File: config.mk
export PLATFORM = sky130hd
export DESIGN_NAME = jtag_tap_ctrl_flat
export DESIGN_NICKNAME = d
export VERILOG_FILES = /design/src/rtl/jtag_tap_ctrl_if.sv /design/src/rtl/jtag_tap_ctrl.sv /design/src/flat_wrapper.sv
export SDC_FILE = /design/constraint.sdc
export NUM_CORES = 1
export LEC_CHECK = 0
export CAP_MARGIN = 20
export CORE_UTILIZATION = 45
export DETAILED_ROUTE_END_ITERATION = 8
export DONT_BUFFER_PORTS = 1
export GPL_ROUTABILITY_DRIVEN = 0
export GPL_TIMING_DRIVEN = 0
export PLACE_DENSITY = 0.61
export SLEW_MARGIN = 25
export SYNTH_ARGS = -nofsm -noshare
export SYNTH_HDL_FRONTEND = slang
export SYNTH_SLANG_ARGS = --single-unit
File: constraint.sdc
create_clock -name clk -period 1.4 [get_ports clk]
set_input_delay 0.14 -clock clk [delete_from_list [all_inputs] [get_ports clk]]
set_output_delay 0.14 -clock clk [all_outputs]
set_load 0.02 [all_outputs]
File: src/rtl/jtag_tap_ctrl_if.sv
// jtag_tap_ctrl_if: link between the TAP controller and the DTM.
// The TAP side (master) drives the DR strobes, the active instruction and
// the retimed TDI. The DTM side (slave) returns its serial DR bit on dtm_tdo.
interface jtag_tap_ctrl_if #(
    parameter int IR_WIDTH = 5
);
    logic                capture_dr;
    logic                shift_dr;
    logic                update_dr;
    logic                tdi_o;
    logic [IR_WIDTH-1:0] ir_out;
    logic                dtm_tdo;

    modport master (
        output capture_dr,
        output shift_dr,
        output update_dr,
        output tdi_o,
        output ir_out,
        input  dtm_tdo
    );

    modport slave (
        input  capture_dr,
        input  shift_dr,
        input  update_dr,
        input  tdi_o,
        input  ir_out,
        output dtm_tdo
    );
endinterface

File: src/rtl/jtag_tap_ctrl.sv
// jtag_tap_ctrl: IEEE 1149.1 TAP controller oversampling tck/tms/tdi in the
// clk domain. It runs the 16-state TAP FSM, owns the instruction register
// and emits single-clk DR strobes towards the DTM.
// Optional feature: define JTAG_TAP_TRST_EN to add the trst_n pin, which is
// synchronized and acts as a synchronous TAP reset independent of tck.
module jtag_tap_ctrl #(
    parameter int                  IR_WIDTH    = 5,
    parameter logic [IR_WIDTH-1:0] IR_RESET    = {{(IR_WIDTH-1){1'b0}}, 1'b1},
    parameter int                  SYNC_STAGES = 2
) (
    input  logic                   clk,
    input  logic                   rst_n,
    input  logic                   tck,
    input  logic                   tms,
    input  logic                   tdi,
`ifdef JTAG_TAP_TRST_EN
    input  logic                   trst_n,
`endif
    output logic                   tdo,
    output logic                   tdo_oe,
    output logic [3:0]             tap_state,
    jtag_tap_ctrl_if.master        dtm
);

    // Fewer than two stages would not be a synchronizer, so clamp.
    localparam int SYNC_N = (SYNC_STAGES < 2) ? 2 : SYNC_STAGES;

    // Value loaded into the IR shift register in Capture-IR.
    localparam logic [IR_WIDTH-1:0] IR_CAPTURE = {{(IR_WIDTH-1){1'b0}}, 1'b1};

    typedef enum logic [3:0] {
        EX2_DR   = 4'h0, EX1_DR   = 4'h1, SH_DR    = 4'h2, PAUSE_DR = 4'h3,
        SEL_IR   = 4'h4, UPD_DR   = 4'h5, CAP_DR   = 4'h6, SEL_DR   = 4'h7,
        EX2_IR   = 4'h8, EX1_IR   = 4'h9, SH_IR    = 4'hA, PAUSE_IR = 4'hB,
        RTI      = 4'hC, UPD_IR   = 4'hD, CAP_IR   = 4'hE, TLR      = 4'hF
    } tap_state_e;

    logic [SYNC_N-1:0]   tck_sync_q;
    logic [SYNC_N-1:0]   tms_sync_q;
    logic [SYNC_N-1:0]   tdi_sync_q;
    logic                tck_d_q;
    logic                tck_s;
    logic                tms_s;
    logic                tdi_s;
    logic                rise;
    logic                fall;
    logic                trst_active;

    tap_state_e          state_q;
    logic [IR_WIDTH-1:0] ir_shift_q;
    logic [IR_WIDTH-1:0] ir_out_q;
    logic                tdo_q;
    logic                tdo_oe_q;
    logic                capture_q;
    logic                shift_q;
    logic                update_q;

    // Pin synchronizers plus the delayed tck copy used for edge detection.
    always_ff @(posedge clk or negedge rst_n) begin
        if (!rst_n) begin
            tck_sync_q <= '0;
            tms_sync_q <= '0;
            tdi_sync_q <= '0;
            tck_d_q    <= 1'b0;
        end else begin
            tck_sync_q <= {tck_sync_q[SYNC_N-2:0], tck};
            tms_sync_q <= {tms_sync_q[SYNC_N-2:0], tms};
            tdi_sync_q <= {tdi_sync_q[SYNC_N-2:0], tdi};
            tck_d_q    <= tck_s;
        end
    end

    // tms/tdi come from the same stage as tck so they are coherent with it.
    assign tck_s = tck_sync_q[SYNC_N-1];
    assign tms_s = tms_sync_q[SYNC_N-1];
    assign tdi_s = tdi_sync_q[SYNC_N-1];
    assign rise  = tck_s & ~tck_d_q;
    assign fall  = ~tck_s & tck_d_q;

`ifdef JTAG_TAP_TRST_EN
    logic [1:0] trst_sync_q;

    // Two-flop synchronizer for the optional TAP reset pin.
    always_ff @(posedge clk or negedge rst_n) begin
        if (!rst_n) begin
            trst_sync_q <= 2'b00;
        end else begin
            trst_sync_q <= {trst_sync_q[0], trst_n};
        end
    end

    assign trst_active = ~trst_sync_q[1];
`else
    assign trst_active = 1'b0;
`endif

    // Standard 1149.1 state graph, evaluated on each synchronized tck rise.
    function automatic tap_state_e next_state(input tap_state_e s, input logic t);
        case (s)
            TLR:      return t ? TLR    : RTI;
            RTI:      return t ? SEL_DR : RTI;
            SEL_DR:   return t ? SEL_IR : CAP_DR;
            CAP_DR:   return t ? EX1_DR : SH_DR;
            SH_DR:    return t ? EX1_DR : SH_DR;
            EX1_DR:   return t ? UPD_DR : PAUSE_DR;
            PAUSE_DR: return t ? EX2_DR : PAUSE_DR;
            EX2_DR:   return t ? UPD_DR : SH_DR;
            UPD_DR:   return t ? SEL_DR : RTI;
            SEL_IR:   return t ? TLR    : CAP_IR;
            CAP_IR:   return t ? EX1_IR : SH_IR;
            SH_IR:    return t ? EX1_IR : SH_IR;
            EX1_IR:   return t ? UPD_IR : PAUSE_IR;
            PAUSE_IR: return t ? EX2_IR : PAUSE_IR;
            EX2_IR:   return t ? UPD_IR : SH_IR;
            UPD_IR:   return t ? SEL_DR : RTI;
            default:  return TLR;
        endcase
    endfunction

    // TAP FSM with its IR, TDO and single-cycle DR strobes, all registered.
    always_ff @(posedge clk or negedge rst_n) begin
        if (!rst_n) begin
            state_q    <= TLR;
            ir_shift_q <= '0;
            ir_out_q   <= IR_RESET;
            tdo_q      <= 1'b0;
            tdo_oe_q   <= 1'b0;
            capture_q  <= 1'b0;
            shift_q    <= 1'b0;
            update_q   <= 1'b0;
        end else begin
            capture_q <= 1'b0;
            shift_q   <= 1'b0;
            update_q  <= 1'b0;
            if (trst_active) begin
                state_q    <= TLR;
                ir_out_q   <= IR_RESET;
                ir_shift_q <= '0;
                tdo_oe_q   <= 1'b0;
            end else begin
                if (rise) begin
                    capture_q <= (state_q == CAP_DR);
                    shift_q   <= (state_q == SH_DR);
                    if (state_q == CAP_IR) begin
                        ir_shift_q <= IR_CAPTURE;
                    end else if (state_q == SH_IR) begin
                        ir_shift_q <= {tdi_s, ir_shift_q[IR_WIDTH-1:1]};
                    end
                    state_q <= next_state(state_q, tms_s);
                end
                if (fall) begin
                    update_q <= (state_q == UPD_DR);
                    if (state_q == UPD_IR) begin
                        ir_out_q <= ir_shift_q;
                    end
                    if (state_q == SH_IR) begin
                        tdo_q    <= ir_shift_q[0];
                        tdo_oe_q <= 1'b1;
                    end else if (state_q == SH_DR) begin
                        tdo_q    <= dtm.dtm_tdo;
                        tdo_oe_q <= 1'b1;
                    end else begin
                        tdo_oe_q <= 1'b0;
                    end
                end
                if (state_q == TLR) begin
                    ir_out_q <= IR_RESET;
                end
            end
        end
    end

    assign tdo            = tdo_q;
    assign tdo_oe         = tdo_oe_q;
    assign tap_state      = state_q;
    assign dtm.capture_dr = capture_q;
    assign dtm.shift_dr   = shift_q;
    assign dtm.update_dr  = update_q;
    assign dtm.ir_out     = ir_out_q;
    assign dtm.tdi_o      = tdi_s;

endmodule
File: src/flat_wrapper.sv
// flat-port wrapper written by rule: the top's interface ports become plain ports
module jtag_tap_ctrl_flat 
#(
    parameter int                  IR_WIDTH    = 5,
    parameter logic [IR_WIDTH-1:0] IR_RESET    = {{(IR_WIDTH-1){1'b0}}, 1'b1},
    parameter int                  SYNC_STAGES = 2
)
  (clk, rst_n, tck, tms, tdi, tdo, tdo_oe, tap_state, dtm_capture_dr, dtm_shift_dr, dtm_update_dr, dtm_tdi_o, dtm_ir_out, dtm_dtm_tdo);
  jtag_tap_ctrl_if #(.IR_WIDTH(IR_WIDTH)) dtm_i ();
  input  logic clk;
  input  logic rst_n;
  input  logic tck;
  input  logic tms;
  input  logic tdi;
  output logic tdo;
  output logic tdo_oe;
  output logic [3:0] tap_state;
  output wire logic [$bits(dtm_i.capture_dr)-1:0] dtm_capture_dr;
  output wire logic [$bits(dtm_i.shift_dr)-1:0] dtm_shift_dr;
  output wire logic [$bits(dtm_i.update_dr)-1:0] dtm_update_dr;
  output wire logic [$bits(dtm_i.tdi_o)-1:0] dtm_tdi_o;
  output wire logic [$bits(dtm_i.ir_out)-1:0] dtm_ir_out;
  input wire logic [$bits(dtm_i.dtm_tdo)-1:0] dtm_dtm_tdo;
  assign dtm_capture_dr = dtm_i.capture_dr;
  assign dtm_shift_dr = dtm_i.shift_dr;
  assign dtm_update_dr = dtm_i.update_dr;
  assign dtm_tdi_o = dtm_i.tdi_o;
  assign dtm_ir_out = dtm_i.ir_out;
  assign dtm_i.dtm_tdo = dtm_dtm_tdo;
  jtag_tap_ctrl #(.IR_WIDTH(IR_WIDTH), .IR_RESET(IR_RESET), .SYNC_STAGES(SYNC_STAGES)) u_core (.clk(clk), .rst_n(rst_n), .tck(tck), .tms(tms), .tdi(tdi), .tdo(tdo), .tdo_oe(tdo_oe), .tap_state(tap_state), .dtm(dtm_i));
endmodule
# --- Word-level counts from Yosys, hierarchy flattened ---
# Cells that the tools add are included.
# Widths: inputs -> output; s select.
totals:
  reg_bits: 26
  input_bits: 6
  out_inout_bits: 15
  word_cells: 67
classes:
  eq_ne: 15
  mux: 25
  bitwise: 4
  n_reduce_logical: 11
ops:
  columns: ["op", "n"]
  rows:
  - ["$pmux 4 s12", 1]
  - ["$eq 4x4->1 const B", 8]
  - ["$mux 5", 5]
  - ["$eq 4x3->1 const B", 4]
  - ["$mux 2", 6]
  - ["$mux 3", 4]
  - ["$eq 4x2->1 const B", 2]
  - ["$mux 1", 8]
  - ["$reduce_bool 2->1", 4]
  - ["$reduce_and 2->1", 3]
  - ["$eq 4x1->1 const B", 1]
  - ["$logic_not 4->1", 1]
  - ["$mux 4", 1]
  - ["$reduce_or 2->1", 2]
  - ["$reduce_or 3->1", 1]
  - ["$and 1x1->1", 2]
  - ["$not 1->1", 2]

# --- Logic depth before layout (Yosys ltp) ---
depth:
  ltp_word: 4
  depth_mapped: 5
  ltp_nobuf: 3

# --- Worst setup path after synthesis ---
# No wires, ideal clock.
synth_path:
  kind: "reg-to-reg"
  from: "reg u_core.state_q[3], in the netlist u_core.tap_state[3]"
  to: "reg u_core.ir_out_q[1], in the netlist u_core.dtm.ir_out[1]"
  setup_ns: 0.128
  t_arrival_ns: 1.395
  required_ns: 1.272
  path_slack_ns: -0.122
  stages_incl_launch_ff: 5
  n_path_buf: 1
  synth_period_minus_slack_ns: 1.522
  path_cell_list: "dfstp_2 buf_4 nand3_1 a21oi_2 mux2_1"
synth_between:
  elab_chain_len: 3
  word_cells_on_any_way: 6
  classes_between: "2 x eq/ne; 1 x mux; 3 x reduce/logical"
synth_rtl:
  columns: ["item", "line", "text"]
  rows:
  - ["from (decl)", "jtag_tap_ctrl.sv:49", "tap_state_e state_q;"]
  - ["from (signal assigned)", "jtag_tap_ctrl.sv:149", "state_q <= next_state(state_q, tms_s);"]
  - ["$eq 4x4->1 (on tied branches)", "jtag_tap_ctrl.sv:166, jtag_tap_ctrl.sv:153", null]
  - ["$reduce_bool 2->1 (no line)", null, null]
  - ["$reduce_and 2->1 (no line)", null, null]
  - ["to (signal assigned)", "jtag_tap_ctrl.sv:154", "ir_out_q <= ir_shift_q;"]
  - ["to (decl)", "jtag_tap_ctrl.sv:51", "logic [IR_WIDTH-1:0] ir_out_q;"]
# Several ways; a longest one is shown, not always the timed one.
# A chain may end at the register's enable or synchronous reset.

# --- Worst setup path in the final report ---
layout_path:
  from: "reg u_core.state_q[2], in the netlist u_core.tap_state[2]"
  to: "reg u_core.ir_out_q[4], in the netlist u_core.dtm.ir_out[4]"
# The elaborated chain is that of the path after synthesis.

==> flow_metrics.env <==
export IMPL_status="finished with violations"
export IMPL_failed_checks="setup timing"
export IMPL_ys_warn_count=0
export IMPL_switching_share_pct=38.6
export IMPL_dieArea_um2=2770
export IMPL_min_period_ns=1.53
export IMPL_place_hpwl_mm=1.29
export IMPL_finish_utilization_pct=64.8
export IMPL_final_antenna_net_count=0
export IMPL_setup_viol=10
export IMPL_die_w_um=52.7
export IMPL_cp_data_required_time_ns=1.63
export IMPL_maxClockFrequency_mhz=656
export IMPL_clkSlewWorstSetupHoldPaths_ns=0.14
export IMPL_slew_viol_final=0
export IMPL_p_int_mw=1.78
export IMPL_power_density_nw_per_um2=1930
export IMPL_final_cell_area_um2=1500
export IMPL_maxCapViolations=0
export IMPL_postPlaceCellArea_um2=1220
export IMPL_ys_seq_area_share_pct=56.9
export IMPL_grt_pass1_wl_mm=3.67
export IMPL_pwr_share_comb_pct=42.4
export IMPL_htree_levels=1
export IMPL_layout_drive_gt1_share_pct=43.9
export IMPL_drtIter0Drc=3
export IMPL_worstSetupPathType="reg -> reg"
export IMPL_synthesis_area_um2=1150
export IMPL_synth_cell_types=34
export IMPL_num_rows=17
export IMPL_cp_max_fo=8
export IMPL_syn_avg_cell_area_um2=11.9
export IMPL_clock_sinks=26
export IMPL_hold_class="in -> reg"
export IMPL_synth_top_area_share_pct=45.5
export IMPL_io_pins=21
export IMPL_yosys_area_top_type="dfrtp_1"
export IMPL_yosys_top_cells_area="dfrtp_1 46%, dfstp_2 11%, o41ai_2 5.6%, mux2_1 4.9%, o21ai_1 2.6%"
export IMPL_endpoint_kind="flop"
export IMPL_period_share_pct=109
export IMPL_skew_ns=0.00303
export IMPL_wl_per_cell_um=15.9
export IMPL_grt_pass1_vias=784
export IMPL_tightest_slew_ns=0.367
export IMPL_portBuffers=0
export IMPL_initial_core_util_pct=49.8
export IMPL_syn_inst=97
export IMPL_ir_drop_uv=1560
export IMPL_clock_latency_ns=0.33
export IMPL_diodes=0
export IMPL_dpl_worst_slack_ns=-0.143
export IMPL_relSlewSlack_pct=75.5
export IMPL_netSwitchingPower_mw=1.12
export IMPL_startpoint_type="flop"
export IMPL_timing_final_hold_violations=0
export IMPL_core_area_um2=2320
export IMPL_grt_ovfl_total=0
export IMPL_first_pass_iters=4
export IMPL_gr_usage_all_layers_pct=19.0
export IMPL_drt_total_wl_mm=2.26
export IMPL_tritoncts="yes"
export IMPL_setup_slack_ns=-0.126
export IMPL_syn_nets=103
export IMPL_reg2reg_slack_ns=-0.13
export IMPL_nets=121
export IMPL_power_share_clock_pct=13.4
export IMPL_die_h_um=52.7
export IMPL_grt_start_max_net_pins=27
export IMPL_p_seq_share_pct=44.3
export IMPL_p_leak_nw=0.677
export IMPL_grt_setup_unrepaired="true"
export IMPL_ys_seq_elements=26
export IMPL_vias=799
export IMPL_syn_to_final_growth_pct=30.0
export IMPL_cts_root_buffer="clkbuf_4"
export IMPL_critPathArrivalTime_ns=1.76
export IMPL_cts_buffer_depth=2
export IMPL_antenna_found_initial=0
export IMPL_cts_buffers=3
export IMPL_viasPerCell=5.63
export IMPL_drc=0
-- critical path, stage by stage (launching register included) --
cell     delay [ns]
dfstp_4        0.75
nand3_4        0.10
a21oi_4        0.25
mux2_4         0.33
-- path summary, 6_finish.rpt --
path | startpoint | end | cells past startpoint
max in group asynchronous | rst_n | u_core.tap_state[0] | 2
setup / recovery | u_core.tap_state[2] | u_core.dtm.ir_out[4] | 3
min in group asynchronous | rst_n | u_core.dtm.ir_out[1] | 2
setup reg to reg | u_core.tap_state[2] | u_core.dtm.ir_out[4] | 3
hold reg to reg | u_core.tdi_sync_q[0] | u_core.tdi_sync_q[1] | 0
hold / removal | dtm_dtm_tdo | u_core.tdo | 3
-- Yosys cell counts --
library cell and number:
inv_1 7, o32a_1 1, nand2_1 1, o211ai_1 1, nor2b_1 2, nand3_1 1
dfstp_2 5, mux2_1 5, o2111ai_1 1, o21ai_1 6, nor3b_1 1, o21ai_0 3
buf_2 2, mux2_2 1, a211oi_1 1, nor4b_2 1, buf_4 3, clkbuf_1 2
buf_6 1, o41ai_2 4, mux2i_1 1, dfrtp_1 21, nand2b_1 4, o21ba_1 1
and3_1 1, a21oi_1 3, nor4_1 3, nand3b_2 1, a21bo_2 1, nor3_1 1
a21o_1 1, a21oi_2 1, o31ai_1 1, nor2_1 8
-- power groups by stage --
stage / Combinational [mW] / Clock, mW / Sequential (mW)
final: 1.23 / 0.387 / 1.28
after global routing: 1.33 / 0.428 / 1.31
after CTS: 1.01 / 0.396 / 1.28
after detailed placement: 0.804 / 0 / 1.27
after global placement: 0.788 / 0 / 1.26
after floorplan: 0.687 / 0 / 1.23
-- per-stage QoR --
stage	hold slack [ns]	cells	TNS (ns)	power, mW
2_1_floorplan	-0.156	97	-0.162	1.92
3_3_place_gp	-0.155	125	-1.24	2.05
3_5_place_dp	-0.155	125	-1.43	2.07
4_1_cts	0.129	139	-0.493	2.68
5_1_grt	0.127	142	-1.19	3.07
6_report	0.133	142	-0.692	2.90
-- layout make-up --
type / count / area (µm²)
Buffer: 8 / 72.6
Clock buffer: 4 / 36.3
Fill cell: 178 / 817
Inverter: 7 / 26.3
Multi-Input combinational cell: 56 / 526
Sequential cell: 26 / 661
Tap cell: 28 / 35.0
Timing Repair Buffer: 13 / 145
-- state kept, by name (all words and copies together) (netlist names) --
register / cells
u_core.dtm.shift_dr: 1
u_core.dtm.update_dr: 1
u_core.tdi_sync_q: 2
u_core.tap_state: 4
u_core.tck_d_q: 1
u_core.tdo_oe: 1
u_core.tms_sync_q: 2
u_core.dtm.capture_dr: 1
u_core.dtm.ir_out: 5
u_core.tdo: 1
u_core.tck_sync_q: 2
u_core.ir_shift_q: 5
-- logic make-up after synthesis --
group	share of synthesized area, %
AOI/OAI and AO/OA	17.6
buffers and inverters	6.72
and+or+nand+nor	12.1
DFF	56.9
muxes	6.72
-- cells in the final DEF (no fill, tap or decap), types with 2 or more instances in the layout --
cell,n
dfrtp_1,21
nor2_1,8
inv_1,7
buf_4,6
buf_6,5
mux2_4,5
clkbuf_4,4
o21ai_2,4
o41ai_2,4
dlygate4sd3_1,4
dfstp_2,4
nor4_1,3
o21ai_0,3
a21oi_1,3
nand2b_1,2
nor2b_1,2
-- layer usage --
metal  track usage (%)  wire length (µm)  vias up
li1                  -                 -      376
met1              25.0              1090      400
met2              29.7              1070       16
met3              3.48                41        7
met4              9.21                60        0
met5                 0                 0        -
-- timing repair --
action	4_1_cts	5_1_grt
setup endpoints to repair	14	15
endpoints found under the hold margin	29	0
hold buffers	5	0
buffers inserted	5	2
pin swaps	1	2
resized for setup	11	14
cloned	0	1
(Power assumes the default switching activity.)
